[src/rtl/mem_pkg.sv]
// Shared memory-side definitions: store buffer FSM encoding and default depth.
package mem_pkg;

    // Default number of store entries held in the store buffer.
    localparam int SB_DEPTH = 4;

    // Store buffer controller states.
    typedef enum logic [1:0] {
        IDLE  = 2'd0,
        DRAIN = 2'd1,
        LOAD  = 2'd2
    } sbState_t;

endpackage

[src/rtl/sb_fifo.sv]
// Circular FIFO of buffered stores {word address, data}. The entries are
// presented in age order (index 0 = oldest) so forwarding logic can pick
// the youngest match by simple priority.
module sb_fifo
    import mem_pkg::*;
#(
    parameter int DEPTH = SB_DEPTH,
    parameter int AW = 32,
    parameter int DW = 32,
    localparam int PW = $clog2(DEPTH)
) (
    input  logic                          clk,
    input  logic                          rst,
    input  logic                          push,
    input  logic [AW-3:0]                 pushAddr,
    input  logic [DW-1:0]                 pushData,
    input  logic                          pop,
    output logic [AW-3:0]                 headAddr,
    output logic [DW-1:0]                 headData,
    output logic [DEPTH-1:0][AW-3:0]      entryAddr,
    output logic [DEPTH-1:0][DW-1:0]      entryData,
    output logic [DEPTH-1:0]              entryValid,
    output logic                          full,
    output logic [PW:0]                   count
);

    logic [AW-3:0] addrMem [DEPTH];
    logic [DW-1:0] dataMem [DEPTH];
    logic [PW-1:0] head;
    logic [PW-1:0] tail;
    logic          pushEn;
    logic          popEn;

    assign full   = (count == (PW+1)'(DEPTH));
    assign pushEn = push && !full;
    assign popEn  = pop && (count != '0);

    // Entry payload needs no reset: validity comes only from head and count.
    always_ff @(posedge clk) begin
        if (pushEn) begin
            addrMem[tail] <= pushAddr;
            dataMem[tail] <= pushData;
        end
    end

    // Pointers wrap naturally because DEPTH is a power of two.
    always_ff @(posedge clk or negedge rst) begin
        if (!rst) begin
            head  <= '0;
            tail  <= '0;
            count <= '0;
        end else begin
            if (pushEn) tail <= tail + 1'b1;
            if (popEn)  head <= head + 1'b1;
            case ({pushEn, popEn})
                2'b10:   count <= count + 1'b1;
                2'b01:   count <= count - 1'b1;
                default: count <= count;
            endcase
        end
    end

    // Rotate storage into age order and mark the live entries.
    always_comb begin
        headAddr = addrMem[head];
        headData = dataMem[head];
        for (int i = 0; i < DEPTH; i++) begin
            entryAddr[i]  = addrMem[head + PW'(i)];
            entryData[i]  = dataMem[head + PW'(i)];
            entryValid[i] = ((PW+1)'(i) < count);
        end
    end

endmodule

[src/rtl/store_buffer.sv]
// M-stage store buffer: queues stores, forwards buffered data to loads,
// drains stores to memory when idle, and gives load misses priority.
module store_buffer
    import mem_pkg::*;
#(
    parameter int DEPTH = SB_DEPTH,
    parameter int AW = 32,
    parameter int DW = 32
) (
    input  logic          clk,
    input  logic          rst,
    input  logic          memwriteM,
    input  logic          memreadM,
    input  logic [AW-1:0] aluoutM,
    input  logic [DW-1:0] writedataM,
    output logic [DW-1:0] readdataM,
    output logic          stallM,
    output logic          mem_req,
    output logic          mem_we,
    output logic [AW-1:0] mem_addr,
    output logic [DW-1:0] mem_wdata,
    input  logic          mem_ready,
    input  logic [DW-1:0] mem_rdata
);

    localparam int PW = $clog2(DEPTH);

    sbState_t                  state;
    sbState_t                  nextState;
    logic                      push;
    logic                      pop;
    logic [AW-3:0]             headAddr;
    logic [DW-1:0]             headData;
    logic [DEPTH-1:0][AW-3:0]  entryAddr;
    logic [DEPTH-1:0][DW-1:0]  entryData;
    logic [DEPTH-1:0]          entryValid;
    logic                      full;
    logic [PW:0]               fifoCount;
    logic [AW-3:0]             wordAddr;
    logic                      loadReq;
    logic                      hit;
    logic [DW-1:0]             hitData;
    logic                      loadMiss;
    logic                      unusedLowBits;

    assign wordAddr      = aluoutM[AW-1:2];
    assign unusedLowBits = ^aluoutM[1:0];

    // A simultaneous store and load is illegal; the store wins.
    assign loadReq  = memreadM && !memwriteM;
    assign loadMiss = loadReq && !hit;

    sb_fifo #(
        .DEPTH(DEPTH),
        .AW(AW),
        .DW(DW)
    ) fifo (
        .clk(clk),
        .rst(rst),
        .push(push),
        .pushAddr(wordAddr),
        .pushData(writedataM),
        .pop(pop),
        .headAddr(headAddr),
        .headData(headData),
        .entryAddr(entryAddr),
        .entryData(entryData),
        .entryValid(entryValid),
        .full(full),
        .count(fifoCount)
    );

    // Forwarding: scan oldest to youngest so the youngest match wins; the
    // entry being drained stays visible until it is actually popped.
    always_comb begin
        hit     = 1'b0;
        hitData = '0;
        for (int i = 0; i < DEPTH; i++) begin
            if (entryValid[i] && (entryAddr[i] == wordAddr)) begin
                hit     = 1'b1;
                hitData = entryData[i];
            end
        end
    end

    // Controller state register.
    always_ff @(posedge clk or negedge rst) begin
        if (!rst) state <= IDLE;
        else      state <= nextState;
    end

    // Next-state, memory handshake, stall and load-data selection. A full
    // buffer stays full for the incoming store even while popping.
    always_comb begin
        nextState = state;
        mem_req   = 1'b0;
        mem_we    = 1'b0;
        mem_addr  = '0;
        mem_wdata = '0;
        pop       = 1'b0;
        push      = memwriteM && !full;
        stallM    = memwriteM && full;
        readdataM = (loadReq && hit) ? hitData : '0;

        case (state)
            IDLE: begin
                if (loadMiss) begin
                    stallM    = 1'b1;
                    nextState = LOAD;
                end else if (fifoCount != '0) begin
                    nextState = DRAIN;
                end
            end
            DRAIN: begin
                mem_req   = 1'b1;
                mem_we    = 1'b1;
                mem_addr  = {headAddr, 2'b00};
                mem_wdata = headData;
                if (loadMiss) stallM = 1'b1;
                if (mem_ready) begin
                    pop       = 1'b1;
                    nextState = IDLE;
                end
            end
            LOAD: begin
                mem_req   = 1'b1;
                mem_addr  = {wordAddr, 2'b00};
                readdataM = '0;
                if (mem_ready) begin
                    readdataM = mem_rdata;
                    nextState = IDLE;
                end else begin
                    stallM = 1'b1;
                end
            end
            default: nextState = IDLE;
        endcase

        if (!rst) begin
            push      = 1'b0;
            pop       = 1'b0;
            stallM    = 1'b0;
            readdataM = '0;
        end
    end

endmodule
[config.mk]
export PLATFORM = sky130hd
export DESIGN_NAME = store_buffer
export DESIGN_NICKNAME = d
export VERILOG_FILES = /design/src/rtl/mem_pkg.sv /design/src/rtl/sb_fifo.sv /design/src/rtl/store_buffer.sv
export SDC_FILE = /design/constraint.sdc
export NUM_CORES = 1
export LEC_CHECK = 0
export ABC_CLOCK_PERIOD_IN_PS = 9000
export BUFFER_PORTS_ARGS = -buffer_cell sky130_fd_sc_hd__buf_2
export CORE_MARGIN = 5
export CORE_UTILIZATION = 53
export CTS_BUF_LIST = sky130_fd_sc_hd__clkbuf_2
export DETAILED_ROUTE_END_ITERATION = 8
export PLACE_DENSITY = 0.82
export SETUP_SLACK_MARGIN = 0.3
export SYNTH_ARGS = -nofsm -noshare
export SYNTH_HDL_FRONTEND = slang
export SYNTH_SLANG_ARGS = --single-unit
[constraint.sdc]
create_clock -name clk -period 9 [get_ports clk]
set_clock_uncertainty 0.05 [all_clocks]
set_input_delay 1.8 -clock clk [delete_from_list [all_inputs] [get_ports clk]]
set_output_delay 1.8 -clock clk [all_outputs]
set_load 0.02 [all_outputs]
### Word level (Yosys, flattened, before mapping)

Memories as Yosys holds them, arrays and structs flattened.
Cells that the tools add are included.

* register bits after elaboration: 9
* memory bits (read-only): 0
* word-level logic and storage cells: 78
* memories: 2
* output and inout port bits: 99
* bits of input ports: 101
* latch bits: 0
* memory bits (writable): 248

* divide/modulo/power cells: 0
* shift-type cells: 0
* $add $sub $neg: 6
* muxes and demuxes: 31
* multipliers: 0
* eq/ne operators: 11
* order comparisons: 4
* bitwise logic cells: 0
* reduce and logical (&&, ||, !) cells: 20

Memory list
* fifo.dataMem: depth 4, bits a word 32, rd ports 4, clocked after Yosys merged registers in 0, wr ports 1, line sb_fifo.sv:28 `logic [DW-1:0] dataMem [DEPTH];`
* fifo.addrMem: depth 4, bits a word 30, rd ports 4, clocked after Yosys merged registers in 0, wr ports 1, line sb_fifo.sv:27 `logic [AW-3:0] addrMem [DEPTH];`

Operator list (number)
* $mux W32: 9
* $eq A30 B30 Y1: 4
* $pmux W32 S2: 1
* $mux W1: 15
* $logic_and A1 B1 Y1: 11
* $lt A1 B3 Y1 const A: 2
* $lt A2 B3 Y1 const A: 2
* $mux W2: 3
* $pmux W3 S2: 1
* $add A2 B1 Y2 const B: 2
* $add A2 B2 Y2 const B: 2
* $eq A2 B1 Y1 const B: 2
* $eq A2 B2 Y1 const B: 2
* $pmux W2 S2: 1
* $reduce_or A2 Y1: 2
* $add A3 B1 Y3 const B: 1
* $eq A3 B3 Y1 const B: 1
* $logic_not A1 Y1: 3
* $ne A3 B3 Y1 const B: 1
* $reduce_bool A3 Y1: 1
* $sub A3 B1 Y3 const B: 1
* $logic_not A2 Y1: 1
* $ne A2 B1 Y1 const B: 1
* $pmux W1 S2: 1
* other kinds (2): 2

### Logic depth before layout (Yosys ltp)

An unclocked memory read counts as a cell.

* depth in word-level cells: 12
* mapped depth: 14

### Hierarchy

Synthesis repeated with hierarchy kept, for this count alone.

* cell total of the unflattened synthesis: 1254
* area, all modules: 18391.4 µm²

Modules (own cells, without submodules)
* sb_fifo: sequential area each 7622.3 µm², cells an instance 662, area each 14453.9 µm², times used 1
* store_buffer: sequential area each 50.0 µm², cells an instance 592, area each 3937.5 µm², times used 1

### Worst setup path after synthesis

No wires, ideal clock.

* path type: input-to-output
* from: input aluoutM[23]
* to: output readdataM[22]
* data arrival time: 4.269 ns
* required time: 7.150 ns
* stages: 11
* slack: 2.881 ns
* buffers on the path: 3
* path through: clkbuf_1 and2_1 a32oi_1 o221ai_1 nor4b_1 or4b_1 buf_4 nor3_2 buf_6 a221oi_1 o2bb2ai_1

* cells in the longest elaborated chain, start to end: 10
* elaborated cells between the ends (all ways): 20
* those cells by class: eq/ne: 4; mux: 11; reduce/logical: 5

Ends and longest elaborated chain
* start: declaration: line store_buffer.sv:14 `input logic [AW-1:0] aluoutM,`
* $eq A30 B30 Y1: line store_buffer.sv:79 `if (entryValid[i] && (entryAddr[i] == wordAddr)) begin`
* $logic_and A1 B1 Y1: line store_buffer.sv:79
* $mux W1 (4 in series): line store_buffer.sv:79
* $logic_and A1 B1 Y1: line store_buffer.sv:103 `readdataM = (loadReq && hit) ? hitData : '0;`
* $mux W32 (*): line store_buffer.sv:103
* $mux W32 (*): line store_buffer.sv:105 `case (state)`
* $mux W32 (*): line store_buffer.sv:139 `if (!rst) begin`
* end: declaration: line store_buffer.sv:16 `output logic [DW-1:0] readdataM,`

Every way passes the cells marked *; elsewhere a longest branch is shown, timed or not.

### Worst setup path in the final report

* from: register fifo.head[0]
* to: output readdataM[30]

* cells in the longest elaborated chain, start to end: 11
* elaborated cells between the ends (all ways): 25
* those cells by class: add/sub: 3; eq/ne: 4; mux: 11; reduce/logical: 5; memory: 2

Ends and longest elaborated chain
* start: declaration: line sb_fifo.sv:29 `logic [PW-1:0] head;`
* start signal: assignment: line sb_fifo.sv:54 `if (popEn) head <= head + 1'b1;`
* $add A2 B1 Y2 or $mem_v2 Z4 W30 (tied branches)
* $mem_v2 Z4 W30 or $eq A30 B30 Y1 (tied branches)
* $eq A30 B30 Y1 or $logic_and A1 B1 Y1 (tied branches): line store_buffer.sv:79
* $logic_and A1 B1 Y1 or $mux W1 (tied branches): line store_buffer.sv:79
* $mux W1 (3 in series): line store_buffer.sv:79
* $logic_and A1 B1 Y1: line store_buffer.sv:103
* $mux W32 (*): line store_buffer.sv:103
* $mux W32 (*): line store_buffer.sv:105
* $mux W32 (*): line store_buffer.sv:139

Marks and branches as above.

==> metrics.md <==
| Metric | Value |
|---|---|
| Pwr Density | `304.3 nW/µm²` |
| Worst hold-check path type | `reg -> reg` |
| Yosys reg bits | `257` |
| Most used DFF post-synth | `edfxtp_1` |
| Via density | `6.677` |
| Die span in x | `196.3 µm` |
| Initial antenna violation count | `13` |
| Clk_lat worst skew | `920 ps` |
| Sequential-to-total area share from yosys stat | `41.71%` |
| Maxcap violations | `0` |
| Fraction of layout cells with a size suffix above 1 | `26.81%` |
| First-pass GRT wire length | `85.63 mm` |
| Comb power frac | `59.6%` |
| Drt first pass iters | `8` |
| Final Util | `58.36%` |
| Ports | `200` |
| RSZ-0062 raised after global routing | `false` |
| Fmax | `130.0 MHz` |
| Row cnt | `68` |
| Sw frac | `46.88%` |
| Clk sink count | `257` |
| Worst slew margin | `29.03%` |
| Crit. End Element | `output port` |
| Clock Pin Slew Worst Setup and Hold Paths | `100 ps` |
| Grt ovf | `0` |
| Status | `finished, final reports clean` |
| Ys async rst share | `3.502%` |
| P_int | `3.243 mW` |
| CTS Buf Count | `70` |
| Total power | `6.105 mW` |
| CTS Hold Buffers Added | `0` |
| Final Hold Viols | `0` |
| Synth area leaders | `edfxtp_1, mux2i_1, mux4_2` |
| Largest net degree at the start of global routing | `116` |
| Area of the mapped netlist | `18390 µm²` |
| Die ar. | `38530 µm²` |
| IO buf count | `195` |
| Syn Inst Count | `1653` |
| Post-CTS Resized | `0` |
| Final nets | `1898` |
| Setup repair bufs after CTS | `0` |
| Tcrit/Tclk final | `85.48%` |
| Wire length on met3 | `6.407 mm` |
| Number of global-route vias before repair | `14.93k` |
| Crit-path slowest cell | `dfrtp_4` |
| Sum Neg Setup Slack | `0 ps` |
| Tightest Pin Transition | `1065 ps` |
| Period minus WS final | `7693 ps` |
| EDFF count, synth | `248` |
| Synthesis Warnings | `0` |
| Clock power share | `13.3%` |
| P_leak | `7.627 nW` |
| Max layer used | `met5` |
| Seq pwr share | `27.1%` |
| Met2 WL | `25.89 mm` |
| Initial cell density of the core | `53.51%` |
| Synthesized area per cell | `11.13 µm²` |
| CP peak stage delay | `930 ps` |
| Hold WS | `556.0 ps` |
| Clk root buf | `clkbuf_2` |
| Startpoint Class | `flop` |
| DRC Markers | `0` |
| Post-synthesis cell type count | `65` |
| Detailed Route WL | `55.70 mm` |
| CTS tree | `built` |
| Setup slack after layout | `1307 ps` |
| Dpl ws | `2156 ps` |
| WL met1 | `21.17 mm` |
| Core footprint | `34370 µm²` |
| Area added between synthesis and finish | `9.068%` |
| Cell Chain, Critical Path | `buf_4, mux4_2, xnor2_1, nand4_1, nor4_1, and4_1, and3b_2, a221o_1, o2bb2ai_1, buf_2` |
| NetSw | `2.862 mW` |
| Peak supply drop | `0.0001985 V` |
| Yosys top cell area share | `40.49%` |
| Critical path's top delay family | `simple AND/OR/NAND/NOR gates` |
| CP bufs+invs | `2` |
| DRT iter0 DRCs | `1805` |
| DP HPWL | `35.89 mm` |
| Overall routing resource usage | `28.01%` |
| Max FO, Critical Path | `48` |
| Clk buf depth | `3` |
| Post-synth top area cell | `edfxtp_1` |
| Global placer's final weighted congestion | `0.9647` |
| Wire per inst | `24.18 µm` |
| CP arrival | `5840 ps` |
| Final Setup Violations | `0` |
| Vias | `15.38k` |
| Post-route ant nets | `0` |
| Max-slew violations | `0` |
| Kind of critical path | `reg -> out` |
| DIE HEIGHT | `196.3 µm` |
| H-tree depth | `3` |
| CP required | `7150 ps` |
## placed cells by master, fill, tap and decap left out, drive strengths merged, types with 10 or more instances in the layout
cell     synthesis  routed
edfxtp         248     248
buf             71     224
mux2i          166     166
nand2          108     108
clkbuf          94     101
mux2            81      81
nor2            80      80
o21ai           79      79
a21oi           77      77
xnor2           69      69
mux4            62      62
inv             54      56
nor4            39      39
a221oi          39      39
and2            39      39
o2111ai         38      38
o2bb2ai         35      35
a221o           34      34
a21o            32      32
xor2            30      30
nor2b           28      28
a22oi           27      27
clkinv           0      21
ha              12      12
diode            0      10
nand4           10      10
nand3           10      10
## per-layer routing
| metal | global-route usage (%) | vias to the layer above |
|---|---|---|
| li1 | - | 6739 |
| met1 | 37.62 | 7379 |
| met2 | 43.39 | 1061 |
| met3 | 7.161 | 190 |
| met4 | 11.82 | 14 |
| met5 | 0 | - |
## state kept, by name (all words and copies together) (netlist names)
signal	cells
fifo.tail	2
fifo.head	2
state	2
fifo.addrMem	120
fifo.dataMem	128
fifo.count	3
## layout make-up
cell class                 count  area [µm²]
tap                          455       569.3
clock inverter                25       108.9
fill                        2831       14310
sequential                   257        7680
inverter                      54       205.2
multi-input combinational   1178        9761
timing repair buffer         224        1206
clock buffer                 101       505.5
antenna                       10       25.02
## kinds of logic after synthesis
logic type / share of synthesized area, %
adders and majority gates: 0.8163
xor gates and xnor gates: 4.714
AOI/OAI and AO/OA: 16.52
and+or+nand+nor: 9.048
DFF: 41.71
other: 0.02039
muxes: 21.65
buffers and inverters: 5.524
## final timing paths
check | start | to | slack, ps | cells after the start
min in group asynchronous | rst | fifo.tail[0] | 680 | 1
max reg2reg | fifo.head[0] | state[1] | 4630 | 10
min | fifo.count[0] | fifo.count[0] | 560 | 1
max in group asynchronous | rst | fifo.head[0] | 7930 | 1
min reg2reg | fifo.count[0] | fifo.count[0] | 560 | 1
max | fifo.head[0] | readdataM[30] | 1310 | 10
## synthesized netlist by cell type (all sizes together) (4+ instances only)
| cell type | n |
|---|---|
| o21ai | 79 |
| nor4 | 39 |
| nand2 | 108 |
| dfrtp | 9 |
| clkbuf | 94 |
| a221o | 34 |
| edfxtp | 248 |
| xnor2 | 69 |
| inv | 54 |
| a221oi | 39 |
| nor3 | 8 |
| a211oi | 5 |
| a21o | 32 |
| nand3 | 10 |
| a2bb2oi | 5 |
| buf | 71 |
| nor2b | 28 |
| ha | 12 |
| a211o | 4 |
| a2111oi | 4 |
| a22oi | 27 |
| nor2 | 80 |
| a21oi | 77 |
| mux4 | 62 |
| mux2i | 166 |
| o2bb2ai | 35 |
| o2111ai | 38 |
| nand4 | 10 |
| o221ai | 4 |
| a31oi | 4 |
| a32oi | 9 |
| and2 | 39 |
| xor2 | 30 |
| o22ai | 8 |
| mux2 | 81 |
## through the flow
stage | std cells | cell area [µm²]
after floorplan | 1654 | 18400
after global placement | 2168 | 19420
after detailed placement | 2168 | 19420
after CTS | 2294 | 20040
after global routing | 2301 | 20050
final | 2304 | 20060
## power by group through the flow
stage / registers, mW / logic (mW) / clock network (mW)
final: 1.66 / 3.64 / 0.814
after global routing: 1.68 / 3.88 / 0.890
after CTS: 1.65 / 3.58 / 0.826
after detailed placement: 1.68 / 3.56 / 0
after global placement: 1.66 / 3.48 / 0
after floorplan: 1.54 / 2.83 / 0
Note: power is estimated with default switching activity, not from simulation.
